`config.mk`:
```
export PLATFORM = sky130hd
export DESIGN_NAME = uart_tx_frame_engine
export DESIGN_NICKNAME = d
export VERILOG_FILES = /design/src/rtl/uart_tx_frame_engine.sv
export SDC_FILE = /design/constraint.sdc
export NUM_CORES = 1
export LEC_CHECK = 0
export ABC_AREA = 1
export CORE_MARGIN = 4
export CORE_UTILIZATION = 45
export DETAILED_ROUTE_END_ITERATION = 12
export PLACE_DENSITY_LB_ADDON = 0.05
export SYNTH_ARGS = -nofsm -noshare
export SYNTH_HDL_FRONTEND = slang
export SYNTH_SLANG_ARGS = --single-unit
```
`constraint.sdc`:
```
create_clock -name clk -period 4 [get_ports clk]
set_input_delay 1.2 -clock clk [delete_from_list [all_inputs] [get_ports clk]]
set_output_delay 1.2 -clock clk [all_outputs]
set_load 0.1 [all_outputs]
```
`src/rtl/uart_tx_frame_engine.sv`:
```
// UART transmit frame engine: start bit, DATA_WIDTH data bits LSB-first, optional parity, 1 or 2 stop bits.
// Optional line-break generation is compiled in when UART_TX_BREAK_EN is defined (adds the send_break port).
module uart_tx_frame_engine #(
   parameter int   DATA_WIDTH = 8,
   parameter logic IDLE_LEVEL = 1'b1
) (
   input  logic                  clk,
   input  logic                  reset_n,
   input  logic                  bit_tick,
   input  logic [DATA_WIDTH-1:0] p_data,
   input  logic                  data_valid,
   input  logic                  par_en,
   input  logic                  par_typ,
   input  logic                  stop2,
`ifdef UART_TX_BREAK_EN
   input  logic                  send_break,
`endif
   output logic                  tx_out,
   output logic                  busy
);

   localparam int CNT_W = $clog2(DATA_WIDTH);
   localparam logic [CNT_W-1:0] LAST_BIT = CNT_W'(DATA_WIDTH - 1);

   typedef enum logic [3:0] {
      S_IDLE,
      S_WAIT_TICK,
      S_START,
      S_DATA,
      S_PARITY,
      S_STOP1,
      S_STOP2
`ifdef UART_TX_BREAK_EN
      ,
      S_BREAK,
      S_MARK
`endif
   } state_t;

   state_t                state_q, state_nxt;
   logic                  tx_q, tx_nxt;
   logic                  busy_q, busy_nxt;
   logic [DATA_WIDTH-1:0] shift_q, shift_nxt;
   logic [DATA_WIDTH-1:0] data_q, data_nxt;
   logic [CNT_W-1:0]      cnt_q, cnt_nxt;
   logic                  par_en_q, par_en_nxt;
   logic                  par_typ_q, par_typ_nxt;
   logic                  stop2_q, stop2_nxt;
   logic                  parity_bit;

   // Parity comes from the word captured at acceptance; the shift register is consumed as bits go out.
   assign parity_bit = (^data_q) ^ par_typ_q;

   // NOTE: every registered value is cleared by the async reset; sequential blocks use only non-blocking assignments.
   always_ff @(posedge clk or negedge reset_n) begin
      if (!reset_n) begin
         state_q   <= S_IDLE;
         tx_q      <= IDLE_LEVEL;
         busy_q    <= 1'b0;
         shift_q   <= '0;
         data_q    <= '0;
         cnt_q     <= '0;
         par_en_q  <= 1'b0;
         par_typ_q <= 1'b0;
         stop2_q   <= 1'b0;
      end else begin
         state_q   <= state_nxt;
         tx_q      <= tx_nxt;
         busy_q    <= busy_nxt;
         shift_q   <= shift_nxt;
         data_q    <= data_nxt;
         cnt_q     <= cnt_nxt;
         par_en_q  <= par_en_nxt;
         par_typ_q <= par_typ_nxt;
         stop2_q   <= stop2_nxt;
      end
   end

   // NOTE: all outputs of this block get a hold-value default first, so no path can infer a latch.
   always_comb begin
      state_nxt   = state_q;
      tx_nxt      = tx_q;
      busy_nxt    = busy_q;
      shift_nxt   = shift_q;
      data_nxt    = data_q;
      cnt_nxt     = cnt_q;
      par_en_nxt  = par_en_q;
      par_typ_nxt = par_typ_q;
      stop2_nxt   = stop2_q;

      unique case (state_q)
         S_IDLE: begin
`ifdef UART_TX_BREAK_EN
            // Break has priority over a simultaneous data request; that word is dropped.
            if (send_break) begin
               busy_nxt  = 1'b1;
               tx_nxt    = ~IDLE_LEVEL;
               state_nxt = S_BREAK;
            end else
`endif
            if (data_valid) begin
               shift_nxt   = p_data;
               data_nxt    = p_data;
               par_en_nxt  = par_en;
               par_typ_nxt = par_typ;
               stop2_nxt   = stop2;
               cnt_nxt     = '0;
               busy_nxt    = 1'b1;
               state_nxt   = S_WAIT_TICK;
            end
         end

         S_WAIT_TICK: begin
            if (bit_tick) begin
               tx_nxt    = ~IDLE_LEVEL;
               state_nxt = S_START;
            end
         end

         S_START: begin
            if (bit_tick) begin
               tx_nxt    = shift_q[0];
               shift_nxt = shift_q >> 1;
               cnt_nxt   = '0;
               state_nxt = S_DATA;
            end
         end

         S_DATA: begin
            // cnt_q is the index of the data bit currently on the line.
            if (bit_tick) begin
               if (cnt_q == LAST_BIT) begin
                  if (par_en_q) begin
                     tx_nxt    = parity_bit;
                     state_nxt = S_PARITY;
                  end else begin
                     tx_nxt    = IDLE_LEVEL;
                     state_nxt = S_STOP1;
                  end
               end else begin
                  tx_nxt    = shift_q[0];
                  shift_nxt = shift_q >> 1;
                  cnt_nxt   = cnt_q + CNT_W'(1);
               end
            end
         end

         S_PARITY: begin
            if (bit_tick) begin
               tx_nxt    = IDLE_LEVEL;
               state_nxt = S_STOP1;
            end
         end

         S_STOP1: begin
            if (bit_tick) begin
               if (stop2_q) begin
                  state_nxt = S_STOP2;
               end else begin
                  busy_nxt  = 1'b0;
                  state_nxt = S_IDLE;
               end
            end
         end

         S_STOP2: begin
            if (bit_tick) begin
               busy_nxt  = 1'b0;
               state_nxt = S_IDLE;
            end
         end

`ifdef UART_TX_BREAK_EN
         S_BREAK: begin
            if (bit_tick && !send_break) begin
               tx_nxt    = IDLE_LEVEL;
               state_nxt = S_MARK;
            end
         end

         S_MARK: begin
            if (bit_tick) begin
               busy_nxt  = 1'b0;
               state_nxt = S_IDLE;
            end
         end
`endif

         default: begin
            tx_nxt    = IDLE_LEVEL;
            busy_nxt  = 1'b0;
            state_nxt = S_IDLE;
         end
      endcase
   end

   assign tx_out = tx_q;
   assign busy   = busy_q;

endmodule

```
==> results of run 1 <==
worst register-to-register path: stages (launching register included):
cell	delay (ps)
dfrtp_1	510
nor2_2	580
o21ai_2	170
nor2_4	150
nand2_4	70
inv_4	150
o211ai_1	110
o21ai_1	100
area by class of cell:
class	count	area (sq um)
clock buffer	4	26.3
fill	308	1400
inverter	34	130
multi-input combinational	122	627
sequential	27	677
tap	44	55.1
timing repair buffer	17	165
cells in the mapped netlist (2+ instances only):
cell       n
dfrtp_1   26
nand2_1   62
nor2_1     3
nor2_4     2
inv_1     29
nor2_2     3
o21ai_1   15
o21ai_2    3
a21oi_1    2
o21ai_0    6
o211ai_1   9
inv_2      4
ha_1       2
nand3_1    7
state kept, by name, indices dropped and copies added, names as in the netlist:
register and cells:
state_q 3, busy 1, stop2_q 1, cnt_q 3
data_q 8, shift_q 8, par_typ_q 1, tx_out 1
par_en_q 1
stage by stage:
stage | instance area (sq um) | utilization [%] | setup WS [ps] | power [mW]
5_1_grt | 1680 | 54.6 | 909 | 1.51
6_report | 1680 | 54.6 | 988 | 1.35
4_1_cts | 1680 | 54.6 | 978 | 1.36
3_5_place_dp | 1650 | 53.7 | 1350 | 1.25
2_1_floorplan | 1450 | - | 1910 | 1.10
3_3_place_gp | 1650 | 53.7 | 1360 | 1.22
layer usage:
layer	vias to the layer above	GRT usage [%]	wire, um
li1	630	-	-
met1	552	19.4	1290
met2	21	28.0	1340
met3	4	3.47	102
met4	0	4.75	34
met5	-	0	0
worst max path at each step:
stage	startpoint	cells past startpoint	slack, ps	end
CTS	busy$_DFFE_PN0P_	1	980	busy
detailed placement	busy$_DFFE_PN0P_	1	1350	busy
floorplan	busy$_DFFE_PN0P_	0	1910	busy
global route	busy$_DFFE_PN0P_	1	910	busy
global placement	busy$_DFFE_PN0P_	1	1360	busy
finish	busy$_DFFE_PN0P_	1	990	busy
cells by family (layout without fill, tap and decap cells):
family,after synthesis,count (layout),synth area share (%)
buffers and inverters,37,55,10.3
XOR/XNOR,1,1,0.603
AND/OR/NAND/NOR,80,80,23.6
adder cells (fa/ha/maj),2,2,1.72
AO/OA/AOI/OAI,38,38,16.5
flip-flops,27,27,46.6
multiplexers,1,1,0.688
power by group through the flow:
| stage | Clock, mW | Combinational [mW] | Sequential, mW |
|---|---|---|---|
| 2_1_floorplan | 0 | 0.572 | 0.533 |
| 3_3_place_gp | 0 | 0.748 | 0.472 |
| 3_5_place_dp | 0 | 0.769 | 0.476 |
| 4_1_cts | 0.120 | 0.772 | 0.471 |
| 5_1_grt | 0.135 | 0.886 | 0.486 |
| 6_report | 0.115 | 0.763 | 0.471 |
==> flow_metrics.env, run 1 <==
export IMPL_drc=0
export IMPL_pwr_share_comb_pct=56.6
export IMPL_dieWidth_um=64.8
export IMPL_cts_buffers=3
export IMPL_cts_tree="done"
export IMPL_fin_crit_ps=3010
export IMPL_hp_start="data_q[6]$_DFFE_PN0P_"
export IMPL_syn2layout_area_growth_pct=15.6
export IMPL_hpwl_um=2140
export IMPL_clock_sinks=27
export IMPL_worstSetupPathType="flop to primary output"
export IMPL_dieArea_sq_mm=0.00420
export IMPL_ir_worst_vdd_mv=0.258
export IMPL_core_sq_mm=0.00308
export IMPL_min_to="data_q[6]$_DFFE_PN0P_"
export IMPL_avgSynthCellArea_sq_um=7.82
export IMPL_run_status="finished, final reports clean"
export IMPL_grt_pass1_vias=1315
export IMPL_routed_wl_um=2760
export IMPL_grt_max_degree=28
export IMPL_cts_resized=0
export IMPL_synthesis_area_sq_mm=0.00145
export IMPL_final_cells=248
export IMPL_r2r_slack_ps=2110
export IMPL_hold_buffers=0
export IMPL_dr_pass1_iters=4
export IMPL_intPower_uw=698
export IMPL_critPathMaxFanout=2
export IMPL_cts_setup_buffers=0
export IMPL_synth_cells=186
export IMPL_holdWs_ps=510
export IMPL_slowest_delay_ps=1130
export IMPL_fin_setup_tns_ps=0
export IMPL_vias=1207
export IMPL_synth_top_area_cell="dfrtp_1"
export IMPL_synth_edf_count=0
export IMPL_p_switching_uw=650
export IMPL_critPathTopFamily="buffers and inverters"
export IMPL_io_pins=17
export IMPL_slew_limit_headroom_pct=35.8
export IMPL_worstMarginPinSlew_ps=960
export IMPL_p_sw_share_pct=48.2
export IMPL_final_common_cell="nand2_1"
export IMPL_ys_ff_latch=27
export IMPL_syn_nets=203
export IMPL_seq_power_share_pct=34.9
export IMPL_dr_first_iter_drc_count=82
export IMPL_hp_class="flop to flop"
export IMPL_gr_total_overflow=0
export IMPL_start_util_pct=47.2
export IMPL_crit_required_ps=2800
export IMPL_clk_latency_ps=310
export IMPL_drive_gt1_share_pct=10.8
export IMPL_r2r_start="state_q[2]$_DFFE_PN0P_"
export IMPL_clk_pin_slew_ps=140
export IMPL_startpoint_type="flop"
export IMPL_timing_final_crit_share_pct=75.3
export IMPL_diodes=0
export IMPL_finalSetupViolCount=0
export IMPL_clock_path_buffers=2
export IMPL_hold_depth=2
export IMPL_cp_buffers_inverters=1
export IMPL_routabilityCongestion=0.893
export IMPL_crit_slowest_cell="clkdlybuf4s50_1"
export IMPL_final_nets=222
export IMPL_htree_num_levels=1
export IMPL_finClkSkew_ps=1.46
export IMPL_grt_pass1_wl_um=5380
export IMPL_cp_arrival_ps=1810
export IMPL_yosysSeqAreaShare_pct=46.6
export IMPL_synth_top_area_share_pct=44.8
export IMPL_drv_cap=0
export IMPL_layout_common_cells="nand2_1 (62), inv_1 (29), dfrtp_1 (26), o21ai_1 (15), clkdlybuf4s50_1 (15)"
export IMPL_antenna_left=0
export IMPL_finalHoldViolations=0
export IMPL_p_per_area_mw_per_mm2=802
export IMPL_track_usage_pct=15.9
export IMPL_routed_via_density=4.87
export IMPL_placed_cells=244
export IMPL_numPortBuffers=16
export IMPL_r2r_end="shift_q[3]$_DFFE_PN0P_"
export IMPL_antenna_found_initial=0
export IMPL_max_freq_mhz=332
export IMPL_rsz0062_at_grt="false"
export IMPL_power_leakage_nw=0.838
export IMPL_synth_flop_cell="dfrtp_1"
export IMPL_num_rows=20
export IMPL_fp_dieH_um=64.8
export IMPL_async_reset_ff_share_pct=100
export IMPL_worst_r2r_path_depth=7
export IMPL_ctsRootBufferMaster="clkbuf_4"
export IMPL_synthTopCellsByArea="dfrtp_1 (45%), nand2_1 (16%), inv_1 (7.5%), o21ai_1 (5.2%), o211ai_1 (4.6%)"
export IMPL_ys_warn_count=0
export IMPL_yosysUniqueCellTypes=27
export IMPL_power_frac_clock_pct=8.5
export IMPL_slew_violations=0
export IMPL_worstPathCellList="clkdlybuf4s50_1"
export IMPL_cp_end_kind="primary output"
export IMPL_wl_per_cell_um=11.1
Power figures use the tool's default switching activity.
==> inputs of run 2 (changes only) <==
==> constraint.sdc (replaced) <==
create_clock -name clk -period 2.8 [get_ports clk]
set_input_delay 0.84 -clock clk [delete_from_list [all_inputs] [get_ports clk]]
set_output_delay 0.84 -clock clk [all_outputs]
set_load 0.1 [all_outputs]
==> run 2 against run 1 <==
First-iteration DRC count decreased by 6.1%. Sequential share of layout area shrank 0.15 points. Non-clock buffer count up 1. Critical path depth is the same. Worst setup slack got worse by 190 ps. Final cell count rose by 0.40%. Clock power is 43% higher. Clock skew increased by 3.0 ps. Cell area increased by 0.37%.
==> flow_metrics.env, run 2 (synthesis results as in run 1) <==
export IMPL_regArea_sq_um=677
export IMPL_placed_cells=245
export IMPL_grt_pass1_vias=1258
export IMPL_final_common_cell="nand2_1"
export IMPL_numPortBuffers=16
export IMPL_num_rows=20
export IMPL_finalHoldViolations=0
export IMPL_drive_gt1_share_pct=12.2
export IMPL_hp_class="flop to flop"
export IMPL_routed_top_layer="met4"
export IMPL_dr_wl_met3_um=132
export IMPL_worstSetupPathType="flop to primary output"
export IMPL_fp_dieH_um=64.8
export IMPL_clk_latency_ps=320
export IMPL_worstMarginPinSlew_ps=385
export IMPL_core_sq_mm=0.00308
export IMPL_fillers=309
export IMPL_stdcell_area_sq_mm=0.00169
export IMPL_rsz0062_at_grt="false"
export IMPL_crit_slowest_cell="dfstp_2"
export IMPL_startpoint_type="flop"
export IMPL_drc=0
export IMPL_ir_worst_vdd_mv=0.465
export IMPL_final_nets=223
export IMPL_slowest_delay_ps=560
export IMPL_cp_end_kind="primary output"
export IMPL_place_area_sq_mm=0.00166
export IMPL_hold_depth=2
export IMPL_final_cells=249
export IMPL_max_freq_mhz=500
export IMPL_cts_buffers=3
export IMPL_start_util_pct=47.2
export IMPL_cts_tree="done"
export IMPL_routed_via_density=4.85
export IMPL_antenna_found_initial=0
export IMPL_cts_resized=0
export IMPL_gr_total_overflow=0
export IMPL_crit_required_ps=1960
export IMPL_dr_pass1_iters=4
export IMPL_hpwl_um=2170
export IMPL_drv_cap=0
export IMPL_grt_pass1_wl_um=5290
export IMPL_cp_arrival_ps=1160
export IMPL_wl_per_cell_um=11.2
export IMPL_slew_violations=0
export IMPL_routabilityCongestion=0.901
export IMPL_fin_crit_ps=2000
export IMPL_finClkSkew_ps=4.44
export IMPL_track_usage_pct=16.1
export IMPL_diodes=0
export IMPL_clk_pin_slew_ps=140
export IMPL_wl_met2_um=1410
export IMPL_power_leakage_nw=0.848
export IMPL_hold_buffers=0
export IMPL_cp_buffers_inverters=1
export IMPL_seq_power_share_pct=34.7
export IMPL_path_depth=1
export IMPL_antenna_left=0
export IMPL_syn2layout_area_growth_pct=16.0
export IMPL_power_frac_clock_pct=8.5
export IMPL_finalSetupViolCount=0
export IMPL_timing_final_crit_share_pct=71.5
export IMPL_grt_max_degree=28
export IMPL_critPathMaxFanout=2
export IMPL_critPathTopFamily="flip-flops"
export IMPL_routed_wl_um=2790
export IMPL_intPower_mw=1.00
export IMPL_run_status="finished, final reports clean"
export IMPL_worst_r2r_path_depth=8
export IMPL_p_sw_share_pct=48.2
export IMPL_worstPathCellList="buf_4"
export IMPL_dieArea_sq_mm=0.00420
export IMPL_htree_num_levels=1
export IMPL_clock_path_buffers=2
export IMPL_holdWs_ps=506
export IMPL_dr_first_iter_drc_count=77
export IMPL_top_regs="data_q (8), shift_q (8)"
export IMPL_clock_sinks=27
export IMPL_io_pins=17
export IMPL_p_switching_uw=933
export IMPL_slew_limit_headroom_pct=74.2
export IMPL_ctsRootBufferMaster="clkbuf_4"
export IMPL_multi_input_area_sq_um=627
export IMPL_pwr_share_comb_pct=56.8
export IMPL_p_per_area_mw_per_mm2=1150
export IMPL_layout_common_cells="nand2_1 (62), inv_1 (29), dfrtp_1 (26), o21ai_1 (15), clkdlybuf4s50_1 (14)"
export IMPL_route_layer_met1_wl_um=1230
export IMPL_dieWidth_um=64.8
export IMPL_cts_setup_buffers=0
export IMPL_fin_setup_tns_ps=0
export IMPL_vias=1208
run 2: cell types whose count changed in the layout (fill, tap and decap cells not counted), sizes merged:
cell	delta
clkinv	+1
clkdlybuf4s50	-1
clkbuf	-1
buf	+2
run 2: cell type report:
cell class                 instances  area share, %
sequential                        27           40.1
multi-input combinational        122           37.2
timing repair buffer              18           10.1
inverter                          34           7.72
tap                               44           3.26
clock buffer                       3           1.34
clock inverter                     1          0.297
run 2: stage by stage:
step	setup WS (ps)	utilization (%)	power, mW
floorplan	1070	-	1.58
global placement	560	53.9	1.76
detailed placement	550	53.9	1.79
CTS	773	54.8	1.97
global route	730	54.8	2.15
finish	798	54.8	1.94
run 2: worst paths after layout:
check	start	to	slack (ps)
worst min-delay path	cnt_q[2]$_DFFE_PN0P_	cnt_q[2]$_DFFE_PN0P_	510
worst min register to register	cnt_q[2]$_DFFE_PN0P_	cnt_q[2]$_DFFE_PN0P_	510
worst max register to register	state_q[0]$_DFFE_PN0P_	data_q[7]$_DFFE_PN0P_	1060
min in group asynchronous	reset_n	data_q[7]$_DFFE_PN0P_	870
worst max-delay path	tx_out$_DFFE_PN1P_	tx_out	800
max in group asynchronous	reset_n	tx_out$_DFFE_PN1P_	1630
run 2: per-layer routing:
metal / up-vias / GRT usage (%)
met5: - / 0
met4: 0 / 6.33
met3: 2 / 3.64
met2: 21 / 29.0
met1: 555 / 18.2
li1: 630 / -
run 2: power groups by stage:
stage | registers (mW) | logic, mW | clock network [mW]
finish | 0.672 | 1.10 | 0.165
global route | 0.695 | 1.26 | 0.198
CTS | 0.672 | 1.12 | 0.177
detailed placement | 0.683 | 1.11 | 0
global placement | 0.674 | 1.08 | 0
floorplan | 0.761 | 0.817 | 0
